==> config.mk <==
export PLATFORM = sky130hd
export DESIGN_NAME = score_keeper
export DESIGN_NICKNAME = d
export VERILOG_FILES = /design/src/rtl/score_keeper.sv
export SDC_FILE = /design/constraint.sdc
export NUM_CORES = 1
export LEC_CHECK = 0
export ABC_CLOCK_PERIOD_IN_PS = 2200
export BUFFER_PORTS_ARGS = -buffer_cell sky130_fd_sc_hd__buf_2
export CORE_MARGIN = 2
export CORE_UTILIZATION = 50
export DETAILED_ROUTE_END_ITERATION = 16
export GPL_ROUTABILITY_DRIVEN = 0
export PLACE_DENSITY = 0.72
export SLEW_MARGIN = 0
export SYNTH_ARGS = -nofsm -noshare
export SYNTH_HDL_FRONTEND = slang
export SYNTH_SLANG_ARGS = --single-unit
==> constraint.sdc <==
create_clock -name clk -period 2.2 [get_ports clk]
set_input_delay 0.11 -clock clk [delete_from_list [all_inputs] [get_ports clk]]
set_output_delay 0.11 -clock clk [all_outputs]
set_load 0.1 [all_outputs]
==> src/rtl/score_keeper.sv <==
// Game-control FSM: watches the ball column for goals, keeps both scores,
// gates ball motion through serve pauses and game over, and pulses ball_reset.
module score_keeper #(
  parameter int DISP_COLS   = 800,
  parameter int GOAL_MARGIN = 2,
  parameter int WIN_SCORE   = 9,
  parameter int PAUSE_TICKS = 5000000,
  parameter int CNT_WIDTH   = 24
) (
  input  logic        clk,
  input  logic        rst,
  input  logic        start,
  input  logic [11:0] ball_center_col,
  output logic        ball_enable,
  output logic        ball_reset,
  output logic [3:0]  l_score,
  output logic [3:0]  r_score,
  output logic        game_over,
  output logic [1:0]  winner
);

  typedef enum logic [1:0] {IDLE, PAUSE, PLAY, OVER} state_t;

  localparam logic [11:0]          LEFT_LIM  = 12'(GOAL_MARGIN);
  localparam logic [11:0]          RIGHT_LIM = 12'(DISP_COLS - GOAL_MARGIN);
  localparam logic [CNT_WIDTH-1:0] CNT_LOAD  = CNT_WIDTH'(PAUSE_TICKS - 1);
  localparam logic [3:0]           WIN       = 4'(WIN_SCORE);

  state_t               state_q, state_d;
  logic [CNT_WIDTH-1:0] cnt_q, cnt_d;
  logic [3:0]           l_q, l_d, r_q, r_d;
  logic [1:0]           win_q, win_d;
  logic                 brst_q, brst_d;
  logic                 ben_q, go_q;
  logic                 start_q, seen_low_q;
  logic                 start_rise;
  logic                 left_goal, right_goal;
  logic [3:0]           l_inc, r_inc;

  // A start held high across reset release must be lowered before it counts.
  assign start_rise = start & ~start_q & seen_low_q;
  assign left_goal  = (ball_center_col <= LEFT_LIM);
  assign right_goal = (ball_center_col >= RIGHT_LIM);
  assign l_inc      = l_q + 4'd1;
  assign r_inc      = r_q + 4'd1;

  always_comb begin
    state_d = state_q;
    cnt_d   = cnt_q;
    l_d     = l_q;
    r_d     = r_q;
    win_d   = win_q;
    brst_d  = 1'b0;
    case (state_q)
      IDLE, OVER: begin
        if (start_rise) begin
          l_d     = 4'd0;
          r_d     = 4'd0;
          win_d   = 2'b00;
          brst_d  = 1'b1;
          cnt_d   = CNT_LOAD;
          state_d = PAUSE;
        end
      end
      PAUSE: begin
        if (cnt_q == '0) state_d = PLAY;
        else             cnt_d   = cnt_q - 1'b1;
      end
      PLAY: begin
        // Left goal takes priority if both edges match in one cycle.
        if (left_goal) begin
          r_d    = r_inc;
          brst_d = 1'b1;
          if (r_inc == WIN) begin
            win_d   = 2'b10;
            state_d = OVER;
          end else begin
            cnt_d   = CNT_LOAD;
            state_d = PAUSE;
          end
        end else if (right_goal) begin
          l_d    = l_inc;
          brst_d = 1'b1;
          if (l_inc == WIN) begin
            win_d   = 2'b01;
            state_d = OVER;
          end else begin
            cnt_d   = CNT_LOAD;
            state_d = PAUSE;
          end
        end
      end
      default: state_d = IDLE;
    endcase
  end

  always_ff @(posedge clk or posedge rst) begin
    if (rst) begin
      state_q    <= IDLE;
      cnt_q      <= '0;
      l_q        <= 4'd0;
      r_q        <= 4'd0;
      win_q      <= 2'b00;
      brst_q     <= 1'b0;
      ben_q      <= 1'b0;
      go_q       <= 1'b0;
      start_q    <= 1'b0;
      seen_low_q <= 1'b0;
    end else begin
      state_q    <= state_d;
      cnt_q      <= cnt_d;
      l_q        <= l_d;
      r_q        <= r_d;
      win_q      <= win_d;
      brst_q     <= brst_d;
      ben_q      <= (state_d == PLAY);
      go_q       <= (state_d == OVER);
      start_q    <= start;
      seen_low_q <= seen_low_q | ~start;
    end
  end

  assign ball_enable = ben_q;
  assign ball_reset  = brst_q;
  assign l_score     = l_q;
  assign r_score     = r_q;
  assign game_over   = go_q;
  assign winner      = win_q;

endmodule

==> summary.txt, run 1 <==
Logic synthesis
  • Post-synthesis xor/xnor area fraction: under 10%
  • Yosys warns: 0
  • Synth Area in Compound Gates: 23.2%
  • Share of the synthesized area in the top cell type: slightly above 40%
  • EDFF count, synth: 0
  • Synth Area in Adders: 3.46%
  • Mapped Nets: 310
  • Main combinational cell family by area after synthesis: simple AND/OR/NAND/NOR gates
  • Avg Cell Area, Syn: 8.78 µm²
  • Ys async rst share: 100%
  • Number of distinct library cells after synthesis: between 50 and 60
  • Simple-gate area share of the yosys netlist: ~27%
  • Synth Flop Type: dfrtp_1
  • Synth area leader: dfrtp_1
  • Mapped Area: around 0.0025 mm²
  • Sequential area share after synthesis: around two fifths
  • FF+latch count, synth: between 40 and 50
  • Gate Count Post-Synth: 288
  • Multiplexer area fraction after synthesis: less than 1%
  • Area contributors post-synth: dfrtp_1 41%, nand2_1 5.2%, ha_1 3.5%, o21ai_0 3.4%, nor3_1 2.8%

Finish
  • # diodes: 0
  • Fill count: roughly 400
  • Area growth from synthesis to layout: 30.7%
  • Non-Filler Instances: between 400 and 500
  • Nets: between 300 and 400
  • Fin area: 0.00330 mm²
  • Storage element area: roughly 0.0010 mm²
  • Share of post-route cells with drive strength above 1: between 30% and 40%
  • Layout Utilization: between 60% and 70%
  • Multi-input combinational cell area: between 0.001 and 0.0015 mm²

Timing
  • Period utilisation layout: 101%
  • Worst hold slack: around 430 ps
  • Pins Over Slew Limit: 0
  • Tmin final: ~2200 ps
  • # setup viols final: 2
  • Post-route setup slack: -15.6 ps
  • RSZ-0062 raised after global routing: true
  • Slew HR: roughly 65%
  • Worst Clk Skew: roughly 5.4 ps
  • Final Hold Viols: 0
  • Slew @ Worst Pin: 531 ps
  • Max Fclk: approximately 0.45 GHz

Drt
  • Starting DRT DRC Count: ~200
  • DRC: 0
  • Wire per inst: around 15 µm
  • Routed vias/inst: about 5.7
  • Vias: 2447
  • DRT Wirelength: approximately 6.3 mm
  • Antenna Violating Nets Remaining: 0
  • Detailed Routing Iterations Pass 1: 6

Clock network
  • # H-tree levels: 2
  • CTS Buf Count: 5
  • Clock sink count: 41
  • Clk root buf: clkbuf_8
  • Clock Latency Late Sink: roughly 300 ps
  • Clock transition at path regs: around 80 ps
  • Max Root-Sink Buffers: 2
  • CTS tree: done

Worst setup path
  • CP arrival: 2400 ps
  • Critical path required time: roughly 2400 ps
  • Critical Setup Path Class: flip-flop to flip-flop
  • Crit-path max FO: 3
  • R2R Path End: game_over
  • CP endpoint kind: flip-flop
  • CP Cell Sequence: or4_4 -> or3_4 -> nor3_4 -> o21ai_1 -> a221o_1 -> nor2b_1
  • Worst stage delay on the critical path: around 540 ps
  • CP max-delay cell: or4_4
  • Critical path buffer and inverter count: 0
  • Worst R2R Setup Slack: -20 ps
  • Crit path max-delay family: simple AND/OR/NAND/NOR gates
  • Worst reg2reg path depth: 6
  • Critical path launch point type: flip-flop
  • FF-to-FF Start: cnt_q[19]

Global routing
  • Initial antenna violation count: 0
  • Pin count of the biggest net entering global routing: 42
  • Vias in the first global route: around 2300
  • First-pass GRT wire length: about 10 mm
  • GRT Residual Overflow: 0
  • Total track usage: around a quarter

Floorplan
  • IO Pins: 28
  • Core Area: 0.00479 mm²
  • Starting Density: between 50 and 60%
  • Placement row count: 25
  • Die width: approximately 75 µm
  • Die Ht: 75.1 µm
  • Full die area: approximately 0.0056 mm²

Pwr
  • Pleak: 0.00139 µW
  • PwrDens: between 600 and 700 mW/mm²
  • Tot Pwr: roughly 2300 µW
  • Peak supply drop: a little under 0.0005 V

Placed design
  • # placed instances: approximately 410
  • HPWL Detailed: about 4.3 mm
  • Placed cell areas: 0.00305 mm²
  • Port buffer count: 27

Status
  • Failing checks: setup timing
  • Run status: finished, violations left

Worst hold path
  • Hold endpoint: winner[0]
  • Hold Path Stages: 6
  • HP Class: input pin to flip-flop
  • Hold Crit Start: ball_center_col[3]

Run
  • Max Cap Viol: 0
[logic make-up after synthesis]
group	Yosys count
muxes	1
and+or+nand+nor	129
xor gates and xnor gates	3
buffers and inverters	24
AOI/OAI and AO/OA	83
adders and majority gates	7
DFF	41
[how the worst max path moves through the flow]
stage                     end  slack, ps  cells after the start  startpoint
global placement     cnt_q[4]        -90                      7  l_score[0]
global route        game_over        -80                      6   cnt_q[19]
floorplan           cnt_q[17]         20                      7   cnt_q[17]
CTS                 game_over        -10                      6   cnt_q[19]
detailed placement   cnt_q[4]       -150                      7  l_score[0]
finish              game_over        -20                      6   cnt_q[19]
[cell type report]
class | count | area share [%]
repair buffers | 74 | 16.3
flip-flops and latches | 41 | 31.7
well taps | 67 | 2.54
multi-input cells | 223 | 45.3
inverters | 13 | 1.48
clock buffers | 8 | 2.73
[routing by layer]
metal  vias to the layer above  share of wire (%)  GRT usage (%)  wire (µm)
met4                         0               0.83           6.35         52
met2                        53                 46           36.0       2910
met3                         6                3.4           4.95        216
li1                       1220                  -              -          -
met5                         -                  0              0          0
met1                      1168                 50           34.3       3120
[state kept, by name (all words and copies together), names as in the netlist]
signal,count
winner,2
state_q,2
r_score,4
ball_reset,1
ball_enable,1
l_score,4
game_over,1
cnt_q,24
start_q,1
seen_low_q,1
[metrics by stage]
step                worst slack [ps]  setup TNS (ps)
CTS                            -13.0           -13.0
detailed placement              -146           -1080
finish                         -15.6           -17.5
global route                   -82.9            -747
global placement               -89.3            -481
floorplan                       22.4               0
[tightest hold or removal path, stage by stage]
cell       delay [ps]
buf_2              90
nor4_1             40
nand4_1            70
buf_4             170
nand3_1           100
o2111ai_1         110
[cells in the mapped netlist (all sizes together), types with 5 or more instances]
cell / instances
a31oi: 11
inv: 13
a21oi: 13
a221oi: 5
nand3: 13
nand2b: 7
a22o: 7
nand3b: 8
or3: 7
nor3: 16
o221ai: 6
nor2: 18
dfrtp: 41
o21ai: 20
ha: 7
nand2: 35
clkbuf: 7
[what timing repair did]
action                                  CTS  global route
gates cloned                              0             1
endpoints found under the setup margin   13            28
resized for setup                         3            18
pin swaps                                 0             5
hold buffers                              2             0
endpoints found under the hold margin    43             0
setup buffers                             0             4
[power by group]
part	leakage (µW)	switching, µW	internal [µW]
registers	0.000481	27.2	794
logic	0.000866	614	330
clock network	0.0000455	265	256
[placed cells by master (no fill, tap or decap), types with 5 or more instances in the layout]
cell type  instances
buf_4             41
nand2_1           34
dfrtp_1           33
buf_2             27
nor2_1            17
o21ai_0           16
nor3_1            14
inv_1             13
nand3_1           13
a21oi_1           13
a31oi_1           11
nand3b_1           8
a22o_1             7
or3_1              6
nand2b_1           6
o221ai_1           6
clkbuf_8           6
a221oi_2           5
ha_1               5
No activity file was read; power rests on OpenSTA's default activity.
==> run 2: changes to the inputs <==
--- a/config.mk
+++ b/config.mk
@@ -10,8 +10,8 @@
 export CORE_MARGIN = 2
 export CORE_UTILIZATION = 50
 export DETAILED_ROUTE_END_ITERATION = 16
-export GPL_ROUTABILITY_DRIVEN = 0
 export PLACE_DENSITY = 0.72
+export SKIP_CTS_REPAIR_TIMING = 1
 export SLEW_MARGIN = 0
 export SYNTH_ARGS = -nofsm -noshare
 export SYNTH_HDL_FRONTEND = slang
==> summary.txt, run 2 (synthesis results as in run 1) <==
Timing
  • Max Fclk: 0.451 GHz
  • Tmin final: ~2200 ps
  • Period utilisation layout: 101%
  • Pins Over Slew Limit: 0
  • Slew @ Worst Pin: 526 ps
  • Final Hold Viols: 0
  • Setup TNS: -46.8 ps
  • Slew HR: ~65%
  • # setup viols final: 4
  • Post-route setup slack: -15.9 ps
  • Worst Clk Skew: 10.7 ps
  • RSZ-0062 raised after global routing: true

Finish
  • Non-Filler Instances: approximately 430
  • Max reg flops: 24
  • Nets: between 300 and 400
  • Share of post-route cells with drive strength above 1: a little under a third
  • Most frequent cells in the layout: 41 x buf_4, 34 x nand2_1, 33 x dfrtp_1, 27 x buf_2, 17 x nor2_1
  • Layout Utilization: between 60% and 70%
  • # diodes: 0
  • Area growth from synthesis to layout: 30.9%
  • Most common cell after layout, fill and taps aside: buf_4
  • Largest register by flop count: cnt_q

Global routing
  • GR Util met1: about 35%
  • GRT Residual Overflow: 0
  • Total track usage: around a quarter
  • Pin count of the biggest net entering global routing: between 40 and 50
  • Initial antenna violation count: 0
  • Vias in the first global route: between 2000 and 2500
  • Met2 GRT Util: a little over a third
  • First-pass GRT wire length: 10.3 mm
  • Gr busiest metal: met2
  • Met3 Use GR: under 10%

Worst hold path
  • Hold Path Stages: 6
  • HP Class: input pin to flip-flop
  • Hold endpoint: winner[0]
  • Hold Crit Start: ball_center_col[3]

Floorplan
  • Die Ht: approximately 75 µm
  • IO Pins: 28
  • Core Area: ~0.0048 mm²
  • Die width: between 70 and 80 µm
  • Full die area: 0.00564 mm²
  • Placement row count: 25
  • Starting Density: between 50 and 60%

Drt
  • DRC: 0
  • Detailed Routing Iterations Pass 1: 5
  • Wire per inst: roughly 15 µm
  • Vias: 2472
  • DRT Wirelength: roughly 6.2 mm
  • Routed vias/inst: between 5 and 6
  • Starting DRT DRC Count: roughly 150
  • Antenna Violating Nets Remaining: 0

Clock network
  • Clk root buf: clkbuf_8
  • CTS tree: done
  • Clock sink count: 41
  • Max Root-Sink Buffers: 2
  • # H-tree levels: 2
  • CTS Buf Count: 5
  • Clock Latency Late Sink: 300 ps
  • Clock transition at path regs: ~80 ps

Worst setup path
  • Crit-path max FO: 11
  • Worst reg2reg path depth: 7
  • Worst R2R Setup Slack: -20 ps
  • CP arrival: about 2400 ps
  • Critical path required time: 2390 ps
  • R2R Path End: cnt_q[16]
  • CP endpoint kind: flip-flop
  • Critical path launch point type: flip-flop
  • Worst setup path startpoint: cnt_q[19]
  • FF-to-FF Start: cnt_q[19]
  • Critical Setup Path Class: flip-flop to flip-flop

Run
  • Max Cap Viol: 0

Status
  • Run status: finished, violations left
  • Failing checks: setup timing

Placed design
  • # placed instances: ~400
  • HPWL Detailed: 4.30 mm
  • Port buffer count: 27
  • RD Place Congestion: between 0.8 and 0.9

Pwr
  • Pleak: around 0.0014 µW
  • PwrDens: roughly 700 mW/mm²
  • Peak supply drop: roughly 0.00046 V
[run 2: where the power goes]
part,switching (µW),internal [µW]
clock,265,256
combinational,632,354
sequential,27.6,794
total,925,1400
[run 2: worst max-delay path, cell delays in order (launching register included)]
cell and delay, ps:
dfrtp_1 390, or4_4 550, or3_4 360, nor3_4 180, a221o_4 240, nor3_4 60
buf_12 150, a22o_1 180
[run 2: worst max-delay path by stage]
stage	slack, ps	to	cells past startpoint
2_1_floorplan	20	cnt_q[17]	7
3_3_place_gp	-90	cnt_q[4]	7
3_5_place_dp	-150	cnt_q[4]	7
4_1_cts	-180	cnt_q[2]	7
5_1_grt	-70	game_over	6
6_report	-20	cnt_q[16]	7
[run 2: through the flow]
step | hold WS [ps] | setup slack [ps] | total power (µW) | area [µm²]
2_1_floorplan | 141 | 22.4 | 1420 | 2570
3_3_place_gp | 247 | -89.3 | 1710 | 3050
3_5_place_dp | 249 | -146 | 1720 | 3050
4_1_cts | -67.9 | -182 | 2240 | 3140
5_1_grt | 481 | -74.5 | 2460 | 3310
6_report | 432 | -15.9 | 2330 | 3310
[run 2: layer usage]
layer | share of wire [%] | up-vias
li1 | - | 1219
met1 | 47 | 1190
met2 | 47 | 57
met3 | 4.6 | 6
met4 | 0.81 | 0
met5 | 0 | -
[run 2: area by class of cell]
cell class              instances  area (µm²)
multi-input cells             223        1520
inverters                      13        48.8
clock buffers                   8        90.1
flip-flops and latches         41        1050
fillers                       390        1480
repair buffers                 73         523
well taps                      67        83.8
